[src/rtl/cache_types_pkg.sv]
// Shared types for the cache-line burst adapter: FSM state encoding and line geometry.
package cache_types_pkg;

    localparam int BEATS_PER_LINE = 4;

    typedef enum logic [1:0] {
        IDLE     = 2'd0,
        RD_BURST = 2'd1,
        WR_BURST = 2'd2,
        DONE     = 2'd3
    } adapter_state_e;

endpackage

[src/rtl/line_shift_buffer.sv]
// Line storage: assembles read beats into line_o and serves beats of a latched write-back line.
// Beat writes land one cycle after beat_we_i; beat_o is combinational from the latched write line.
module line_shift_buffer #(
    parameter int s_line  = 256,
    parameter int s_burst = 64
) (
    input  logic               clk,
    input  logic               rst_n,
    input  logic               load_i,
    input  logic [s_line-1:0]  line_i,
    input  logic               beat_we_i,
    input  logic [1:0]         beat_idx_i,
    input  logic [s_burst-1:0] beat_i,
    output logic [s_burst-1:0] beat_o,
    output logic [s_line-1:0]  line_o
);

    // Read assembly and write-back storage are kept apart so line_o survives write bursts.
    logic [s_line-1:0] rd_line_q;
    logic [s_line-1:0] wr_line_q;

    always_ff @(posedge clk or negedge rst_n) begin
        if (!rst_n) begin
            rd_line_q <= '0;
            wr_line_q <= '0;
        end else begin
            if (load_i) begin
                wr_line_q <= line_i;
            end
            if (beat_we_i) begin
                rd_line_q[int'(beat_idx_i)*s_burst +: s_burst] <= beat_i;
            end
        end
    end

    assign beat_o = wr_line_q[int'(beat_idx_i)*s_burst +: s_burst];
    assign line_o = rd_line_q;

endmodule

[src/rtl/cacheline_burst_adapter.sv]
// Converts cache line read/write requests into 4-beat memory bursts; resp_o pulses 1 + beats + 1 cycles after request.
// Memory paces each beat with resp_i; ADAPTER_PROTOCOL_CHECK_EN adds a sticky proto_err output.
module cacheline_burst_adapter
    import cache_types_pkg::*;
#(
    parameter int s_line   = 256,
    parameter int s_burst  = 64,
    parameter int s_offset = 5
) (
    input  logic               clk,
    input  logic               rst_n,
    input  logic [s_line-1:0]  line_i,
    input  logic [31:0]        address_i,
    input  logic               read_i,
    input  logic               write_i,
    output logic [s_line-1:0]  line_o,
    output logic               resp_o,
    input  logic [s_burst-1:0] burst_i,
    output logic [s_burst-1:0] burst_o,
    output logic [31:0]        address_o,
    output logic               read_o,
    output logic               write_o,
    input  logic               resp_i
`ifdef ADAPTER_PROTOCOL_CHECK_EN
    ,
    output logic               proto_err
`endif
);

    localparam logic [1:0]  LAST_BEAT = 2'(BEATS_PER_LINE - 1);
    localparam logic [31:0] ADDR_MASK = ~((32'd1 << s_offset) - 32'd1);

    adapter_state_e state_q, state_d;
    logic [1:0]     cnt_q, cnt_d;
    logic [31:0]    addr_q, addr_d;
    logic           load;
    logic           beat_we;

    always_ff @(posedge clk or negedge rst_n) begin
        if (!rst_n) begin
            state_q <= IDLE;
            cnt_q   <= '0;
            addr_q  <= '0;
        end else begin
            state_q <= state_d;
            cnt_q   <= cnt_d;
            addr_q  <= addr_d;
        end
    end

    always_comb begin
        state_d = state_q;
        cnt_d   = cnt_q;
        addr_d  = addr_q;
        load    = 1'b0;
        beat_we = 1'b0;
        read_o  = 1'b0;
        write_o = 1'b0;
        resp_o  = 1'b0;
        case (state_q)
            IDLE: begin
                // Write-back wins so a dirty victim is never lost behind a refill.
                if (write_i) begin
                    state_d = WR_BURST;
                    addr_d  = address_i;
                    load    = 1'b1;
                    cnt_d   = '0;
                end else if (read_i) begin
                    state_d = RD_BURST;
                    addr_d  = address_i;
                    cnt_d   = '0;
                end
            end
            RD_BURST: begin
                read_o = 1'b1;
                if (resp_i) begin
                    beat_we = 1'b1;
                    cnt_d   = cnt_q + 2'd1;
                    if (cnt_q == LAST_BEAT) begin
                        state_d = DONE;
                    end
                end
            end
            WR_BURST: begin
                write_o = 1'b1;
                if (resp_i) begin
                    cnt_d = cnt_q + 2'd1;
                    if (cnt_q == LAST_BEAT) begin
                        state_d = DONE;
                    end
                end
            end
            DONE: begin
                resp_o  = 1'b1;
                state_d = IDLE;
            end
            default: begin
                state_d = IDLE;
            end
        endcase
    end

    assign address_o = addr_q & ADDR_MASK;

    line_shift_buffer #(
        .s_line  (s_line),
        .s_burst (s_burst)
    ) u_line_buf (
        .clk        (clk),
        .rst_n      (rst_n),
        .load_i     (load),
        .line_i     (line_i),
        .beat_we_i  (beat_we),
        .beat_idx_i (cnt_q),
        .beat_i     (burst_i),
        .beat_o     (burst_o),
        .line_o     (line_o)
    );

`ifdef ADAPTER_PROTOCOL_CHECK_EN
    logic proto_err_q;
    logic in_burst;

    assign in_burst = (state_q == RD_BURST) || (state_q == WR_BURST);

    always_ff @(posedge clk or negedge rst_n) begin
        if (!rst_n) begin
            proto_err_q <= 1'b0;
        end else if ((state_q == IDLE && read_i && write_i) ||
                     (in_burst && address_i != addr_q)) begin
            proto_err_q <= 1'b1;
        end
    end

    assign proto_err = proto_err_q;
`endif

endmodule

[config.mk]
export PLATFORM = sky130hd
export DESIGN_NAME = cacheline_burst_adapter
export DESIGN_NICKNAME = d
export VERILOG_FILES = /design/src/rtl/cache_types_pkg.sv /design/src/rtl/line_shift_buffer.sv /design/src/rtl/cacheline_burst_adapter.sv
export SDC_FILE = /design/constraint.sdc
export NUM_CORES = 1
export LEC_CHECK = 0
export BUFFER_PORTS_ARGS = -buffer_cell sky130_fd_sc_hd__buf_2
export CAP_MARGIN = 20
export CORE_AREA = 5 5 274 276
export CTS_CLUSTER_DIAMETER = 50
export DETAILED_ROUTE_END_ITERATION = 16
export DIE_AREA = 0 0 279 281
export PLACE_DENSITY = 0.54
export SLEW_MARGIN = 10
export SYNTH_ARGS = -nofsm -noshare
export SYNTH_HDL_FRONTEND = slang
export SYNTH_SLANG_ARGS = --single-unit
[constraint.sdc]
create_clock -name clk -period 3.82 [get_ports clk]
set_input_delay 0.764 -clock clk [delete_from_list [all_inputs] [get_ports clk]]
set_output_delay 0.764 -clock clk [all_outputs]
set_load 0.005 [all_outputs]
==> results.md, run 1 <==
- Slew margin rel.: 0.3353
- Drt pass-1 iters: 5
- Die span in y: 281 um
- Hold_buf cts: 0
- Post-CTS sizing: 0
- Hpwl dp: 49.94 mm
- DR DRC count: 0
- Psw: 6.722 mW
- PnR worst setup slack: 0.5442 ns
- Worst Path Required: 3.06 ns
- CTS tree: built
- Type of the worst setup path: flop to output pin
- Final ANT Viol Nets: 0
- Vias in the first global route: 16083
- Clock power share: 0.329
- Full die area: 78400 um2
- Num Clock Sinks: 543
- Fmax: 0.3053 GHz
- First-pass GRT wire length: 104.5 mm
- Max stage delay cell, worst path: dfrtp_4
- Slew Viols, Final: 0
- Synth unique cells: 22
- CTS buffer count: 78
- Syn Inst Count: 1298
- Total Wirelength: 70.65 mm
- Status: finished, final reports clean
- Total internal power: 16.34 mW
- CP Cell Sequence: buf_4 -> mux4_2 -> buf_2
- Vias: 14934
- Final setup fails: 0
- Register bit total from synthesis: 543
- Floorplan row count: 99
- RSZ-0062 raised after global routing: false
- Slowest stage delay, CP: 0.74 ns
- Vias per inst: 4.888
- Post-route minimum period: 3.276 ns
- Flop pwr share: 0.382
- Switching share of power: 0.2915
- Root Buffer: clkbuf_16
- Setup bufs post-CTS: 0
- Iter 0 DRT Violations: 881
- Clock Path Buffers: 3
- Cell Area, Synth: 21320 um2
- Drt wl/cell: 23.12 um
- Sequential fraction of the synthesis area: 0.6374
- Most common cell after layout, fill and taps aside: buf_2
- Clock Latency Late Sink: 0.59 ns
- Clock Skews: 0.01783 ns
- Critical Path Sink Type: output pin
- Period utilization: 0.8575
- Core area: 72340 um2
- Antenna violations before repair: 17
- Lkg Pwr: 14.32 nW
- Worst slew pin tran: 0.9971 ns
- Mean Syn Cell Area: 16.42 um2
- Clock slew at reported path FFs: 0.06 ns
- # IOs: 712
- Area growth, synth to finish: 35.66%
- Most frequent cells in the layout: 700 x buf_2, 541 x dfrtp_1, 285 x mux2_2, 256 x a22o_1, 80 x clkbuf_16
- Layout Nets: 2386
- Power density cells: 797.4 nW/um2
- Max-Cap Viols: 0
- Yosys warning count: 0
- Final-report hold violation count: 0
- Final Wtd Congestion: 0.8426
- GRT overflow: 0
- Post-Route Setup TNS: 0 ns
- Arr. time, crit path: 2.51 ns
- GRT Util Overall: 0.1725
- Critical path peak fanout: 25
- Maximum VDD drop: 0.0004976 V
- Comb pwr share: 0.289
- DIE WIDTH: 279 um
- Post-Place Setup Slack: 1.040 ns
- Largest net degree at the start of global routing: 98
- H-Tree Depth: 3
- Initial Util: 0.2947
- Reg2Reg Depth: 6
- Share of cells above drive strength 1: 0.5938
- Crit path launch type: flop
- Post-layout util: 0.3998
- HP Class: input pin to asynchronous set/reset pin
- Port bufs: 701
## worst paths after layout
path | end | start | slack, ns
setup / recovery | burst_o[23] | cnt_q[0] | 0.54
hold reg to reg | u_line_buf.wr_line_q[184] | u_line_buf.wr_line_q[184] | 0.50
min in group clk | u_line_buf.wr_line_q[128] | line_i[128] | 0.39
setup reg to reg | u_line_buf.line_o[180] | cnt_q[0] | 1.10
max in group asynchronous | u_line_buf.wr_line_q[230] | rst_n | 2.54
hold / removal | u_line_buf.line_o[74] | rst_n | 0.25
## synth_stat cells
library cell  number  area share
clkbuf_1          41      0.0072
o21ai_2            1     0.00041
buf_2             57       0.013
dfrtp_1          543        0.64
nand3_1            4     0.00094
nand2b_1           2     0.00059
mux2_2           285        0.15
buf_4              5      0.0018
inv_1              7      0.0012
mux4_2            64       0.068
a221oi_1           1     0.00041
nor4_1             2     0.00059
nor4b_1            2     0.00082
a22o_1           256        0.11
ha_1              13      0.0076
conb_1             1     0.00018
nor2_1             2     0.00035
mux2i_1            2     0.00094
nor4_2             2      0.0012
a22oi_1            1     0.00035
o21ai_0            1     0.00023
nand2_1            6      0.0011
## routing by layer
layer / track usage / up-vias / share of wire
met5: 0 / - / 0.00016
met4: 0.06099 / 2 / 0.033
met3: 0.04727 / 134 / 0.068
met2: 0.2974 / 603 / 0.52
met1: 0.2092 / 7805 / 0.38
li1: - / 6390 / -
## sequential cells by signal (all words and copies together), names as in the netlist
name,count
addr_q,27
cnt_q,2
u_line_buf.wr_line_q,256
state_q,2
u_line_buf.line_o,256
## layout make-up
type | instances | area, um2
diodes | 16 | 40.04
clock buffers | 98 | 2160
clock inverters | 46 | 651.9
fillers | 6856 | 43420
inverters | 7 | 26.28
multi-input cells | 649 | 7295
flip-flops and latches | 543 | 13600
well taps | 959 | 1200
repair buffers | 737 | 3951
## critical path: cells and delay by family (launching register included)
| family | cells | cell delay (ns) |
|---|---|---|
| mux | 1 | 0.59 |
| buf+inv | 2 | 0.54 |
| flops | 1 | 0.74 |
## logic make-up after synthesis
group                    share of synthesized area
AO/OA/AOI/OAI                               0.1066
flip-flops                                  0.6374
other                                    0.0001759
multiplexers                                0.2191
buffers and inverters                      0.02359
adder cells (fa/ha/maj)                   0.007630
AND/OR/NAND/NOR                           0.005517
## through the flow
stage          hold WS [ns]  instances  power, mW  instance area [um2]
3_5_place_dp         0.4853       2895      15.67                26070
4_1_cts              0.2280       3039      23.42                28880
5_1_grt              0.2679       3050      24.29                28910
3_3_place_gp         0.4823       2895      15.42                26070
2_1_floorplan        0.4684       1302      12.71                21330
6_report             0.2492       3055      23.06                28920
## power groups by stage
stage | logic (mW) | clock network, mW | registers [mW]
after global routing | 7.22 | 8.04 | 9.03
after floorplan | 4.18 | 0 | 8.52
after detailed placement | 6.78 | 0 | 8.89
final | 6.65 | 7.59 | 8.81
after global placement | 6.66 | 0 | 8.76
after CTS | 6.81 | 7.80 | 8.81
Power figures use the tool's default switching activity.
==> run 2, diff against run 1 <==
--- a/config.mk
+++ b/config.mk
@@ -7,11 +7,14 @@
 export LEC_CHECK = 0
 export BUFFER_PORTS_ARGS = -buffer_cell sky130_fd_sc_hd__buf_2
 export CAP_MARGIN = 20
-export CORE_AREA = 5 5 274 276
+export CELL_PAD_IN_SITES_DETAIL_PLACEMENT = 1
+export CELL_PAD_IN_SITES_GLOBAL_PLACEMENT = 2
+export CORE_AREA = 5 5 277 279
 export CTS_CLUSTER_DIAMETER = 50
+export CTS_CLUSTER_SIZE = 8
 export DETAILED_ROUTE_END_ITERATION = 16
-export DIE_AREA = 0 0 279 281
-export PLACE_DENSITY = 0.54
+export DIE_AREA = 0 0 282 284
+export PLACE_DENSITY = 0.71
 export SLEW_MARGIN = 10
 export SYNTH_ARGS = -nofsm -noshare
 export SYNTH_HDL_FRONTEND = slang
==> constraint.sdc (replaced) <==
create_clock -name clk -period 3.82 [get_ports clk]
set_input_delay 0.955 -clock clk [delete_from_list [all_inputs] [get_ports clk]]
set_output_delay 0.955 -clock clk [all_outputs]
set_load 0.005 [all_outputs]
==> results.md, run 2 (synthesis results as in run 1) <==
- Lkg Pwr: 14.27 nW
- H-Tree Depth: 3
- Post-layout util: 0.3892
- Post-Layout Cell Count: 3045
- GRT Util Overall: 0.1828
- PnR worst setup slack: 0.3373 ns
- Final ANT Viol Nets: 0
- Area occupied by multi-input gates: 7295 um2
- Type of the worst setup path: flop to output pin
- Slew margin rel.: 0.3258
- Total Wirelength: 75.68 mm
- CTS tree: built
- Antenna violations before repair: 16
- Hold_buf cts: 0
- Drt pass-1 iters: 5
- Placed Instances: 2908
- Layout fillers: 7752
- FF-to-FF Start: cnt_q[0]
- Layout Nets: 2398
- Largest net degree at the start of global routing: 105
- Clock Latency Late Sink: 0.62 ns
- First-pass GRT wire length: 112.0 mm
- Final Total Pwr: 22.84 mW
- Iter 0 DRT Violations: 768
- Critical Path Sink Type: output pin
- Drt wl/cell: 24.85 um
- Post-Route Setup TNS: 0 ns
- Final Wtd Congestion: 0.8016
- Fmax: 0.2871 GHz
- Met1 WL: 28.87 mm
- Design area: 28780 um2
- Share of cells above drive strength 1: 0.5903
- Hpwl dp: 54.60 mm
- Vias: 14847
- Met3 wire length: 4.374 mm
- Post-Place Setup Slack: 0.8683 ns
- Crit. Startpoint: cnt_q[0]
- Power density cells: 793.8 nW/um2
- Worst slew pin tran: 1.003 ns
- Period utilization: 0.9117
- Final setup fails: 0
- Maximum VDD drop: 0.0004094 V
- Area growth, synth to finish: 34.99%
- Root Buffer: clkbuf_16
- Hold_ws: 0.4107 ns
- Placed cell areas: 26120 um2
- Most common cell after layout, fill and taps aside: buf_2
- Num Clock Sinks: 543
- Initial Util: 0.2883
- Critical path peak fanout: 24
- DR WL met2: 40.20 mm
- Arr. time, crit path: 2.53 ns
- Vias in the first global route: 16761
- Post-route minimum period: 3.483 ns
- HP Class: input pin to asynchronous set/reset pin
- Most frequent cells in the layout: 700 x buf_2, 541 x dfrtp_1, 285 x mux2_2, 256 x a22o_1, 89 x clkbuf_16
- Vias per inst: 4.876
- Post-CTS sizing: 0
- GRT overflow: 0
- Crit path launch type: flop
- Worst Path Required: 2.86 ns
- Status: finished, final reports clean
- Port bufs: 701
- RSZ-0062 raised after global routing: false
- Slew Viols, Final: 0
- Clock Skews: 0.02600 ns
- Core area: 73950 um2
- Final-report hold violation count: 0
- Max Used Layer: met5
- Register area: 13600 um2
- CTS buffer count: 87
- Floorplan row count: 100
- Full die area: 80090 um2
- # IOs: 712
- Clock Path Buffers: 3
- Clock slew at reported path FFs: 0.05 ns
- Max-Cap Viols: 0
- Die span in y: 284 um
- Setup bufs post-CTS: 0
- DIE WIDTH: 282 um
- DR DRC count: 0
[run 2: cell types whose count changed in the layout (fill, tap and decap cells not counted), sizes merged]
cell	change
clkinv	-13
clkbuf	+11
bufinv	-7
inv	-6
diode	-5
buf	+3
clkinvlp	-3
[run 2: report_power, final]
group | switching [mW] | total (mW) | internal (mW)
sequential | 1.17 | 8.90 | 7.73
combinational | 2.84 | 6.70 | 3.85
clock | 2.67 | 7.25 | 4.58
total | 6.68 | 22.8 | 16.2
[run 2: final cells by class]
cell class,instances,area share
Antenna cell,11,0.0009566
Clock buffer,109,0.08348
Clock inverter,17,0.008044
Inverter,7,0.0009131
Multi-Input combinational cell,649,0.2535
Sequential cell,543,0.4725
Tap cell,969,0.04213
Timing Repair Buffer,740,0.1385
[run 2: critical path, stage by stage (launching register included)]
cell and delay [ns]:
dfrtp_4 0.72, buf_4 0.44, mux4_2 0.57, buf_2 0.16
[run 2: per-layer routing]
metal,global-route usage,up-vias
met4,0.06157,8
met2,0.3254,463
li1,-,6387
met1,0.2150,7864
met3,0.04517,125
met5,0,-
[run 2: final timing paths]
check / endpoint / slack (ns) / cells after the start
worst max-delay path: burst_o[16] / 0.34 / 3
min in group clk: u_line_buf.line_o[181] / 0.50 / 1
max in group asynchronous: u_line_buf.wr_line_q[12] / 2.36 / 2
worst max register to register: u_line_buf.line_o[187] / 1.04 / 6
worst min-delay path: u_line_buf.line_o[80] / 0.41 / 1
worst min register to register: u_line_buf.line_o[181] / 0.50 / 1
